## config.mk

```make
export PLATFORM = sky130hd
export DESIGN_NAME = rr_uart_tx
export DESIGN_NICKNAME = d
export VERILOG_FILES = /design/src/rtl/rr_tx_pkg.sv /design/src/rtl/rr_fifo.sv /design/src/rtl/rr_uart_tx.sv
export SDC_FILE = /design/constraint.sdc
export NUM_CORES = 1
export LEC_CHECK = 0
export ABC_CLOCK_PERIOD_IN_PS = 5110
export CAP_MARGIN = 20
export CORE_MARGIN = 2
export CORE_UTILIZATION = 50
export CTS_CLUSTER_DIAMETER = 100
export CTS_CLUSTER_SIZE = 25
export DETAILED_ROUTE_END_ITERATION = 16
export PLACE_DENSITY_LB_ADDON = 0.08
export SLEW_MARGIN = 0
export SYNTH_ARGS = -nofsm -noshare
export SYNTH_HDL_FRONTEND = slang
export SYNTH_SLANG_ARGS = --single-unit
```

## constraint.sdc

```tcl
create_clock -name clk -period 5.11 [get_ports clk]
set_input_delay 1.022 -clock clk [delete_from_list [all_inputs] [get_ports clk]]
set_output_delay 1.022 -clock clk [all_outputs]
set_load 0.01 [all_outputs]
```

## src/rtl/rr_tx_pkg.sv

```systemverilog
// rr_tx_pkg: shared FSM encoding and framing constants for the RR-interval UART transmitter.
package rr_tx_pkg;
    typedef enum logic [2:0] {IDLE, LOAD, START, DATA, STOP} state_t;
    localparam logic [7:0] SYNC_BYTE = 8'hA5;
    localparam int RECORD_BYTES = 6;
    localparam int RECORD_W = RECORD_BYTES * 8;
endpackage

```

## src/rtl/rr_fifo.sv

```systemverilog
// rr_fifo: synchronous record FIFO; a push into a full FIFO is accepted only alongside a pop.
module rr_fifo #(
    parameter int WIDTH = 33,
    parameter int DEPTH = 8
) (
    input  logic                     clk,
    input  logic                     rst,
    input  logic                     push,
    input  logic                     pop,
    input  logic [WIDTH-1:0]         din,
    output logic [WIDTH-1:0]         dout,
    output logic                     full,
    output logic                     empty,
    output logic [$clog2(DEPTH):0]   level
);
    localparam int AW = $clog2(DEPTH);
    logic [WIDTH-1:0] mem [DEPTH];
    logic [AW-1:0] wr_ptr, rd_ptr;
    logic do_push, do_pop;
    always_comb begin
        full = level == (AW+1)'(DEPTH);
        empty = level == '0;
        do_pop = pop && !empty;
        do_push = push && (!full || do_pop);
        dout = mem[rd_ptr];
    end
    always_ff @(posedge clk or posedge rst) begin
        if (rst) begin
            wr_ptr <= '0;
            rd_ptr <= '0;
            level <= '0;
        end else begin
            if (do_push) wr_ptr <= wr_ptr + 1'b1;
            if (do_pop) rd_ptr <= rd_ptr + 1'b1;
            level <= level + (AW+1)'(do_push) - (AW+1)'(do_pop);
        end
    end
    always_ff @(posedge clk) begin
        if (do_push) mem[wr_ptr] <= din;
    end
endmodule

```

## src/rtl/rr_uart_tx.sv

```systemverilog
// rr_uart_tx: queues {R-peak index, RR period} records and ships each as a 6-byte 8N1 UART frame.
module rr_uart_tx
    import rr_tx_pkg::*;
#(
    parameter int DATA_WIDTH = 11,
    parameter int CTR_WIDTH = 22,
    parameter int CLK_DIV = 868,
    parameter int FIFO_DEPTH = 8
) (
    input  logic                          clk,
    input  logic                          rst,
    input  logic                          ce,
    input  logic [DATA_WIDTH-1:0]         rr_period,
    input  logic                          rr_period_updated,
    input  logic [CTR_WIDTH-1:0]          r_peak_sample_num,
    output logic                          uart_tx,
    output logic                          busy,
    output logic                          overflow,
    output logic [$clog2(FIFO_DEPTH):0]   fifo_level
);
    localparam int BW = CLK_DIV > 1 ? $clog2(CLK_DIV) : 1;
    localparam logic [BW-1:0] BAUD_TOP = BW'(CLK_DIV - 1);
    localparam int FW = CTR_WIDTH + DATA_WIDTH;
    state_t st;
    logic [BW-1:0] baud;
    logic [2:0] bit_idx, byte_idx;
    logic [RECORD_W-1:0] rec;
    logic [FW-1:0] head;
    logic [7:0] cur;
    logic full, empty, push, pop, tick;
    always_comb begin
        push = ce && rr_period_updated;
        pop = ce && st == LOAD;
        tick = baud == '0;
        cur = rec[RECORD_W-1 -: 8];
        busy = st != IDLE;
        uart_tx = st == START ? 1'b0 : st == DATA ? cur[bit_idx] : 1'b1;
    end
    rr_fifo #(.WIDTH(FW), .DEPTH(FIFO_DEPTH)) u_fifo (
        .clk   (clk),
        .rst   (rst),
        .push  (push),
        .pop   (pop),
        .din   ({r_peak_sample_num, rr_period}),
        .dout  (head),
        .full  (full),
        .empty (empty),
        .level (fifo_level)
    );
    // The record register shifts left one byte per STOP so the byte on the wire is always the top one.
    always_ff @(posedge clk or posedge rst) begin
        if (rst) begin
            st <= IDLE;
            baud <= '0;
            bit_idx <= '0;
            byte_idx <= '0;
            rec <= '0;
            overflow <= 1'b0;
        end else if (ce) begin
            if (push && full && !pop) overflow <= 1'b1;
            if (st != IDLE) baud <= (st == LOAD || tick) ? BAUD_TOP : baud - 1'b1;
            case (st)
                IDLE: if (!empty) st <= LOAD;
                LOAD: begin
                    rec <= {SYNC_BYTE, 24'(head[FW-1:DATA_WIDTH]), 16'(head[DATA_WIDTH-1:0])};
                    byte_idx <= '0;
                    st <= START;
                end
                START: if (tick) st <= DATA;
                DATA: if (tick) begin
                    bit_idx <= bit_idx + 1'b1;
                    if (bit_idx == 3'd7) st <= STOP;
                end
                STOP: if (tick) begin
                    if (byte_idx < 3'(RECORD_BYTES - 1)) begin
                        byte_idx <= byte_idx + 1'b1;
                        rec <= rec << 8;
                        st <= START;
                    end else st <= empty ? IDLE : LOAD;
                end
                default: st <= IDLE;
            endcase
        end
    end
endmodule

```

---- Word level (Yosys, flattened, before mapping) ----
Memories as Yosys holds them, arrays and structs flattened.
Cells that the tools add are included.
Widths: inputs -> output; s select.
storage, ports and cells
  flip-flop bits (word level) ............. 78
  bits in writable memories ............... 264
  bits of input ports ..................... 37
  output and inout port bits .............. 7
  word-level logic and storage cells ...... 73
  memories ................................ 1
memory list
  memory      words  width  read ports  clocked after Yosys merged registers in  write ports  line           source
  u_fifo.mem  8      33     1           0                                        1            rr_fifo.sv:17  logic [WIDTH-1:0] mem [DEPTH];
cells by class
  $add $sub $neg .......................... 7
  $lt $le $gt $ge ......................... 2
  equal/unequal tests ..................... 12
  muxes and demuxes ....................... 21
  reductions and logical operators ........ 21
operators by type and width
  operator               number
  $mux 48                2
  $pmux 48 s2            1
  $mux 3                 7
  $pmux 3 s5             1
  $add 3x1->3 const B    4
  $logic_not 10->1       1
  $mux 10                1
  $ne 2x2->1 const B     5
  $sub 10x1->10 const B  1
  $eq 3x2->1 const B     2
  $eq 3x3->1 const B     2
  $logic_and 1x1->1      6
  $mux 1                 6
  $pmux 3 s2             1
  $reduce_and 6->1       1
  $add 4x1->4            1
  $eq 4x4->1 const B     1
  $logic_not 4->1        1
  $lt 3x4->1 const B     1
  $reduce_and 2->1       2
  $reduce_and 4->1       1
  $sub 4x1->4            1
  $bmux 1 s3             1
  $eq 3x1->1 const B     1
  9 further kinds        12

---- Longest topological paths before layout ----
Gate-level depths: netlist of the first run.
  word-level depth ........................ 7
  depth in mapped cells ................... 10
  mapped depth without buffers ............ 10

---- Modules after synthesis ----
From an unflattened synthesis of the first run, not the netlist that was laid out.
second synthesis, totals
  cells, all modules ...................... 733
  area, all modules ....................... 14191.1 um^2
modules (own cells, without submodules)
  module      times used  cells each  area each (um^2)  sequential area each (um^2)
  rr_fifo     1           445         10746.6           8177.8
  rr_uart_tx  1           288         3444.6            1701.6

---- Worst setup path after synthesis of the first run ----
No wires, ideal clock.
  kind .................................... input-to-reg
  start ................................... input port ce
  end ..................................... memory u_fifo.mem[0][0], enable pin
  setup time .............................. 0.464 ns
  data arrival time ....................... 3.982 ns
  required time ........................... 4.646 ns
  setup slack ............................. 0.664 ns
  stages on the path ...................... 4
  buffers on the path ..................... 2
  cell sequence ........................... clkbuf_1 -> clkbuf_1 -> nand4b_1 -> nor3_1
on the way
  cells in the longest elaborated chain, start to end .. 6
  elaborated cells on any way between the ends .. 7
  classes of those cells .................. mux (2); reduce/logical (5)
RTL lines
  item                            line              source
  start: declaration              rr_uart_tx.sv:12  input logic ce,
  $logic_and 1x1->1               rr_uart_tx.sv:33  pop = ce && st == LOAD;
  $logic_and 1x1->1               rr_fifo.sv:23     do_pop = pop && !empty;
  $logic_or 1x1->1                rr_fifo.sv:24     do_push = push && (!full || do_pop);
  $logic_and 1x1->1 *             rr_fifo.sv:24
  $mux 1 *                        rr_fifo.sv:39     if (do_push) mem[wr_ptr] <= din;
  $mux 1 (implied by the code) *  rr_fifo.sv:39
  end: declaration                rr_fifo.sv:17
Every way passes the cells marked *; elsewhere a longest branch is shown, timed or not.

---- Worst setup path after layout of the first run ----
  start ................................... register bit_idx[0]
  end ..................................... output port uart_tx
on the way
  cells in the longest elaborated chain, start to end .. 4
RTL lines
  item                          line              source
  start: declaration            rr_uart_tx.sv:26  logic [2:0] bit_idx, byte_idx;
  start signal: assignment      rr_uart_tx.sv:71  bit_idx <= bit_idx + 1'b1;
  $bmux 1 s3                    rr_uart_tx.sv:37  uart_tx = st == START ? 1'b0 : st == DATA ? cur[bit_idx] : 1'b1;
  $mux 1 (implied by the code)  rr_uart_tx.sv:37
  $mux 1 (2 in a row)           rr_uart_tx.sv:37
  end: declaration              rr_uart_tx.sv:16  output logic uart_tx,
Every way passes these cells. The select of a mux whose other input is x is not followed.

==> results of run 1 <==
-- area by class of cell --
cell class / instances / share of cell area [%]
inverters: 27 / 0.668
clock buffers: 28 / 3.04
multi-input cells: 397 / 24.7
clock inverters: 1 / 0.0570
repair buffers: 64 / 4.14
flip-flops and latches: 342 / 64.4
well taps: 378 / 3.08
-- synth_stat cells, types with 3 or more instances --
cell type  instances
inv_1             27
xnor2_1            5
clkbuf_1          16
or3_1              3
o22a_1            13
nand4_1            4
buf_2             23
nand2b_1           3
buf_1              5
nor3b_1            4
a21oi_1           25
xor2_1             8
a32o_1            14
nand2_1           44
mux2i_1           41
o211ai_1           6
ha_1              13
mux2_2            29
o2bb2ai_1          8
nand3_1            6
o21ai_0            8
mux4_2            55
dfrtp_1           78
edfxtp_1         264
a22oi_1            4
nor2_1            57
a21o_1             4
a31oi_1            4
nand4b_1           3
-- worst max-delay path by stage --
stage | startpoint | to | slack, ns | cells past startpoint
finish | bit_idx[0] | uart_tx | 1.74 | 4
global placement | ce | rec[28] | 1.36 | 4
global route | st[0] | u_fifo.mem[3][18] | 1.56 | 5
CTS | bit_idx[0] | uart_tx | 1.65 | 4
floorplan | ce | u_fifo.mem[0][0] | 0.66 | 4
detailed placement | ce | rec[42] | 1.29 | 5
-- metrics by stage --
step           utilization, %  setup WS (ns)
2_1_floorplan               -          0.664
3_3_place_gp             53.6           1.36
3_5_place_dp             53.6           1.29
4_1_cts                  55.3           1.65
5_1_grt                  55.6           1.56
6_report                 55.6           1.74
-- state kept, by name, indices dropped and copies added, names as in the netlist --
register / flops
baud: 10
bit_idx: 3
byte_idx: 3
overflow: 1
rec: 48
st: 3
u_fifo.level: 4
u_fifo.mem: 264
u_fifo.rd_ptr: 3
u_fifo.wr_ptr: 3
-- logic make-up (layout without fill, tap and decap cells) --
| logic type | count (synthesis) | in the layout | synth area share [%] |
|---|---|---|---|
| AO/OA/AOI/OAI | 105 | 105 | 5.59 |
| XOR/XNOR | 13 | 13 | 0.817 |
| adder cells (fa/ha/maj) | 14 | 14 | 1.31 |
| buffers and inverters | 75 | 120 | 2.39 |
| flip-flops | 342 | 342 | 70.9 |
| multiplexers | 125 | 125 | 14.2 |
| AND/OR/NAND/NOR | 140 | 140 | 4.80 |
-- power breakdown --
group          leakage, nW  switching (mW)  internal, mW  total, mW
Sequential            3.37           0.264          3.35       3.61
Combinational         1.60           0.748         0.729       1.48
Clock                0.227           0.812         0.637       1.45
Total                 5.19            1.82          4.71       6.54
-- routing by layer --
metal | GRT usage [%] | part of all wire (%) | vias up
li1 | - | - | 3217
met1 | 28.6 | 45 | 3750
met2 | 34.1 | 50 | 136
met3 | 1.87 | 4.0 | 25
met4 | 3.39 | 1.3 | 0
met5 | 0 | 0 | -
==> results by group, run 1 <==
Final layout
  • Filler Cell Count: 2240
  • Share of layout cells above drive strength 1: 17.0%
  • Multi-input combinational cell area: 3790 um^2
  • Final instance area: 15400 um^2
  • Non-filler cells in the finished layout: 1237
  • Storage cell area: 9890 um^2
  • Final nets: 900
  • Commonest non-fill, non-tap cell in the layout: edfxtp_1
  • Most frequent cells in the layout: 264 x edfxtp_1, 75 x dfrtp_1, 55 x mux4_2
  • Syn-to-layout area delta: 10.2%
  • N_diodes: 0

Hold path
  • Class of the worst hold path: reg2reg
  • Hold endpoint: overflow
  • WHS Path Cells: 1
  • Hold Startpoint: overflow

Floorplan
  • Die area: 29200 um^2
  • Starting Density: 50.4%
  • I/O pin cnt: 44
  • Core area: 27600 um^2
  • Die width: 171 um
  • Die height: 171 um
  • FP Rows: 61

Global routing
  • Vias in the first global route: 7380
  • Antenna violations before repair: 0
  • Largest net degree at the start of global routing: 53
  • Total track usage: 19.9%
  • Global-route wire length before repair: 43800 um
  • Grt ovf: 0

STA
  • Measured slew at the worst slew-check pin: 1.14 ns
  • Tmin final: 3.37 ns
  • Slew Limit Headroom: 24.1%
  • Final slew viol count: 0
  • Setup violations, final: 0
  • Period utilization: 66.0%
  • Setup TNS: 0 ns
  • Final hold vios: 0
  • Unrepaired setup endpoints after global routing: no
  • Hold slack final: 0.482 ns
  • Clock Skews: 0.0271 ns
  • Fmax: 0.297 GHz

Clocking
  • Clock tree sinks: 342
  • CTS Hold Bufs: 0
  • Clk buf depth: 3
  • CTS resizes: 0
  • H-Tree Depth: 1
  • CTS tree: built
  • Clk_lat worst skew: 0.51 ns
  • Post-CTS Setup Bufs: 0
  • Inserted Clock Buffers: 17
  • Clock root cell: clkbuf_16
  • Clock-pin transition on the worst setup and hold timing paths: 0.10 ns

Yosys
  • YS warnings: 0
  • Top FF cell, synth: edfxtp_1
  • Syn Area/Cell: 17.1 um^2
  • Register area share after synthesis: 70.9%
  • Mapped Nets: 865
  • Synthesized cell area: 13900 um^2
  • Synth top area share: 56.9%
  • Post-synthesis cell count: 814
  • Dominant cells by area after synthesis: edfxtp_1 57%, dfrtp_1 14%, mux4_2 8.9%
  • Async S/R FF share, synth: 22.8%
  • Post-synth EDFFs: 264
  • Number of synthesized register bits: 342
  • Synth unique cells: 60
  • Synth area leader: edfxtp_1

Placed design
  • Gpl congestion: 0.781
  • Inst Count DP: 1205
  • Placed inst area: 14800 um^2
  • Port Buffer Count: 43
  • HPWL after detailed placement: 17100 um

Routing
  • Vias/cell: 5.76
  • # DRC: 0
  • Routed WL per cell: 22.6 um
  • DRT antenna net count: 0
  • DRT Pass-1 Iters: 5
  • Final wirelength: 28000 um
  • Drt initial violations: 614
  • DR vias: 7128

Pwr
  • Overall Power: 6.54 mW
  • Leak: 5.19 nW
  • PD cells: 426 nW/um^2
  • Worst vdd rail ir drop: 0.000225 V

Setup path
  • Max incr delay on CP: 0.53 ns
  • Crit Reg-Reg Startpoint: st[0]
  • Critical path cell sequence: mux4_2 -> mux2i_1 -> o21ai_0 -> clkdlybuf4s50_1
  • Setup CP Type: reg2out
  • Worst path buffer plus inverter count: 1
  • CP top delay family: multiplexers
  • Worst path required time: 4.09 ns
  • Startpoint Class: flop
  • R2r worst-path depth: 5
  • Reg2Reg Capture Point: u_fifo.mem[3][18]
  • Worst EP arrival: 2.35 ns
  • Slowest library cell on the worst path: mux4_2
  • Critical Path End Type: primary output
  • Crit-path max FO: 4
  • R2r setup slk: 1.81 ns

Flow run
  • Max Cap Viol: 0

Outcome
  • Outcome: finished, final reports clean
No activity file was read; power rests on OpenSTA's default activity.
==> inputs of run 2 (changes only) <==
ABC_CLOCK_PERIOD_IN_PS = 3200   (was 5110)
clock period = 3.2 ns   (was 5.11 ns; I/O delays follow)
==> run 2 against run 1 <==
Worst hold slack got worse by 0.060 ns. Cell area is 1.0% higher. Global-route usage rose by 0.16 points. Routed wire length up 0.83%. Critical path depth stayed put. Non-clock buffer count up 15. First-iteration DRC count shrank 12%. Largest cell class unchanged. Power rose by 62%. Sequential power rose by 60%. Die area unchanged. Combinational power rose by 64%. Setup slack worse by 1.4 ns.
==> results by group, run 2 (same netlist as run 1, synthesis figures left out) <==
Setup path
  • Critical Path End Type: primary output
  • CP top delay family: multiplexers
  • Crit-path max FO: 4
  • Max incr delay on CP: 0.52 ns
  • Crit Reg-Reg Startpoint: st[1]
  • R2r worst-path depth: 5
  • Cell count along the critical path: 4
  • Worst path required time: 2.56 ns
  • Critical path origin: bit_idx[0]
  • Worst EP arrival: 2.25 ns
  • Setup CP Type: reg2out
  • Reg2Reg Capture Point: u_fifo.mem[2][3]
  • Startpoint Class: flop
  • Slowest library cell on the worst path: mux4_2
  • Worst path buffer plus inverter count: 1
  • Critical path cell sequence: mux4_2 -> mux2i_1 -> o21ai_0 -> clkdlybuf4s50_1
  • R2r setup slk: 0.61 ns
  • Critical path endpoint: uart_tx

Clocking
  • Clk_lat worst skew: 0.52 ns
  • Clock root cell: clkbuf_16
  • Clock tree sinks: 342
  • Clock-pin transition on the worst setup and hold timing paths: 0.10 ns
  • CTS tree: built
  • Inserted Clock Buffers: 17
  • Post-CTS Setup Bufs: 0
  • CTS resizes: 0
  • Clk buf depth: 3
  • CTS Hold Bufs: 0
  • H-Tree Depth: 1

Routing
  • # DRC: 0
  • Vias/cell: 5.74
  • Drt initial violations: 540
  • DRT antenna net count: 0
  • Routed WL per cell: 22.5 um
  • DRT Pass-1 Iters: 4
  • Final wirelength: 28200 um
  • DR vias: 7188

STA
  • Final hold vios: 0
  • Clock Skews: 0.0217 ns
  • Unrepaired setup endpoints after global routing: no
  • Slew Limit Headroom: 27.4%
  • Fmax: 0.346 GHz
  • Final slew viol count: 0
  • Setup violations, final: 0
  • Measured slew at the worst slew-check pin: 1.09 ns
  • Tmin final: 2.89 ns
  • Period utilization: 90.4%
  • Setup WS post-layout: 0.306 ns

Final layout
  • Top flop regs: u_fifo.mem: 264 flops, rec: 48 flops, baud: 10 flops
  • Commonest non-fill, non-tap cell in the layout: edfxtp_1
  • Multi-input combinational cell area: 3790 um^2
  • N_diodes: 0
  • Most flop-heavy register: u_fifo.mem
  • Syn-to-layout area delta: 11.4%
  • Final nets: 915
  • Non-filler cells in the finished layout: 1253
  • Share of layout cells above drive strength 1: 18.5%
  • Filler Cell Count: 2199
  • Max reg flops: 264
  • Most frequent cells in the layout: 264 x edfxtp_1, 75 x dfrtp_1, 55 x mux4_2
  • Storage cell area: 9890 um^2
  • Final Core Density: 56.2%

Placed design
  • HPWL after detailed placement: 17000 um
  • Port Buffer Count: 43
  • Inst Count DP: 1223
  • Gpl congestion: 0.755
  • Dpl ws: 0.471 ns

Floorplan
  • FP Rows: 61
  • Die height: 171 um
  • Die width: 171 um
  • I/O pin cnt: 44
  • Core area: 27600 um^2
  • Die area: 29200 um^2
  • Starting Density: 50.4%

Pwr
  • Leak: 5.28 nW
  • Worst vdd rail ir drop: 0.000409 V
  • PD cells: 681 nW/um^2
  • Overall Power: 10.6 mW

Global routing
  • Antenna violations before repair: 0
  • Grt ovf: 0
  • Largest net degree at the start of global routing: 35
  • Total track usage: 20.1%
  • Vias in the first global route: 7434
  • Global-route wire length before repair: 43900 um

Flow run
  • Max Cap Viol: 0

Hold path
  • Class of the worst hold path: in2async

Outcome
  • Outcome: finished, final reports clean
-- run 2: cell types whose count changed in the layout (fill, tap and decap cells not counted), sizes merged --
cell  change
inv       +1
buf      +15
-- run 2: power by group --
part           internal (mW)  switching [mW]
clock                   1.03            1.34
sequential              5.34           0.438
combinational           1.21            1.21
total                   7.58            2.99
-- run 2: worst register-to-register path, delay by kind of cell, from the launching register on --
family	cells	cell delay, ns
and+or+nand+nor	3	1.25
AOI/OAI and AO/OA	1	0.25
buffers and inverters	1	0.36
DFF	1	0.39
-- run 2: how the worst min path moves through the flow --
stage	from	endpoint	slack (ns)
after floorplan	byte_idx[2]	byte_idx[2]	0.46
after global placement	overflow	overflow	0.46
after detailed placement	overflow	overflow	0.47
after CTS	rst	u_fifo.rd_ptr[2]	0.41
after global routing	rst	rec[33]	0.43
final	rst	rec[24]	0.42
-- run 2: area by class of cell --
| class | instances | share of cell area (%) |
|---|---|---|
| Clock buffer | 28 | 3.03 |
| Clock inverter | 2 | 0.113 |
| Inverter | 27 | 0.661 |
| Multi-Input combinational cell | 397 | 24.4 |
| Sequential cell | 342 | 63.7 |
| Tap cell | 378 | 3.05 |
| Timing Repair Buffer | 79 | 5.00 |
-- run 2: through the flow --
stage,instance area (um^2),hold WS (ns),setup TNS (ns)
floorplan,13900,0.455,-8.98
global placement,15000,0.456,0
detailed placement,15000,0.466,0
CTS,15500,0.414,0
global route,15500,0.426,0
finish,15500,0.422,0
-- run 2: layer usage --
metal	track usage [%]	wire length, um	vias up
met5	0	0	-
met4	3.39	337	0
met3	2.54	1200	26
met2	33.7	14000	125
met1	28.9	12600	3780
li1	-	-	3257
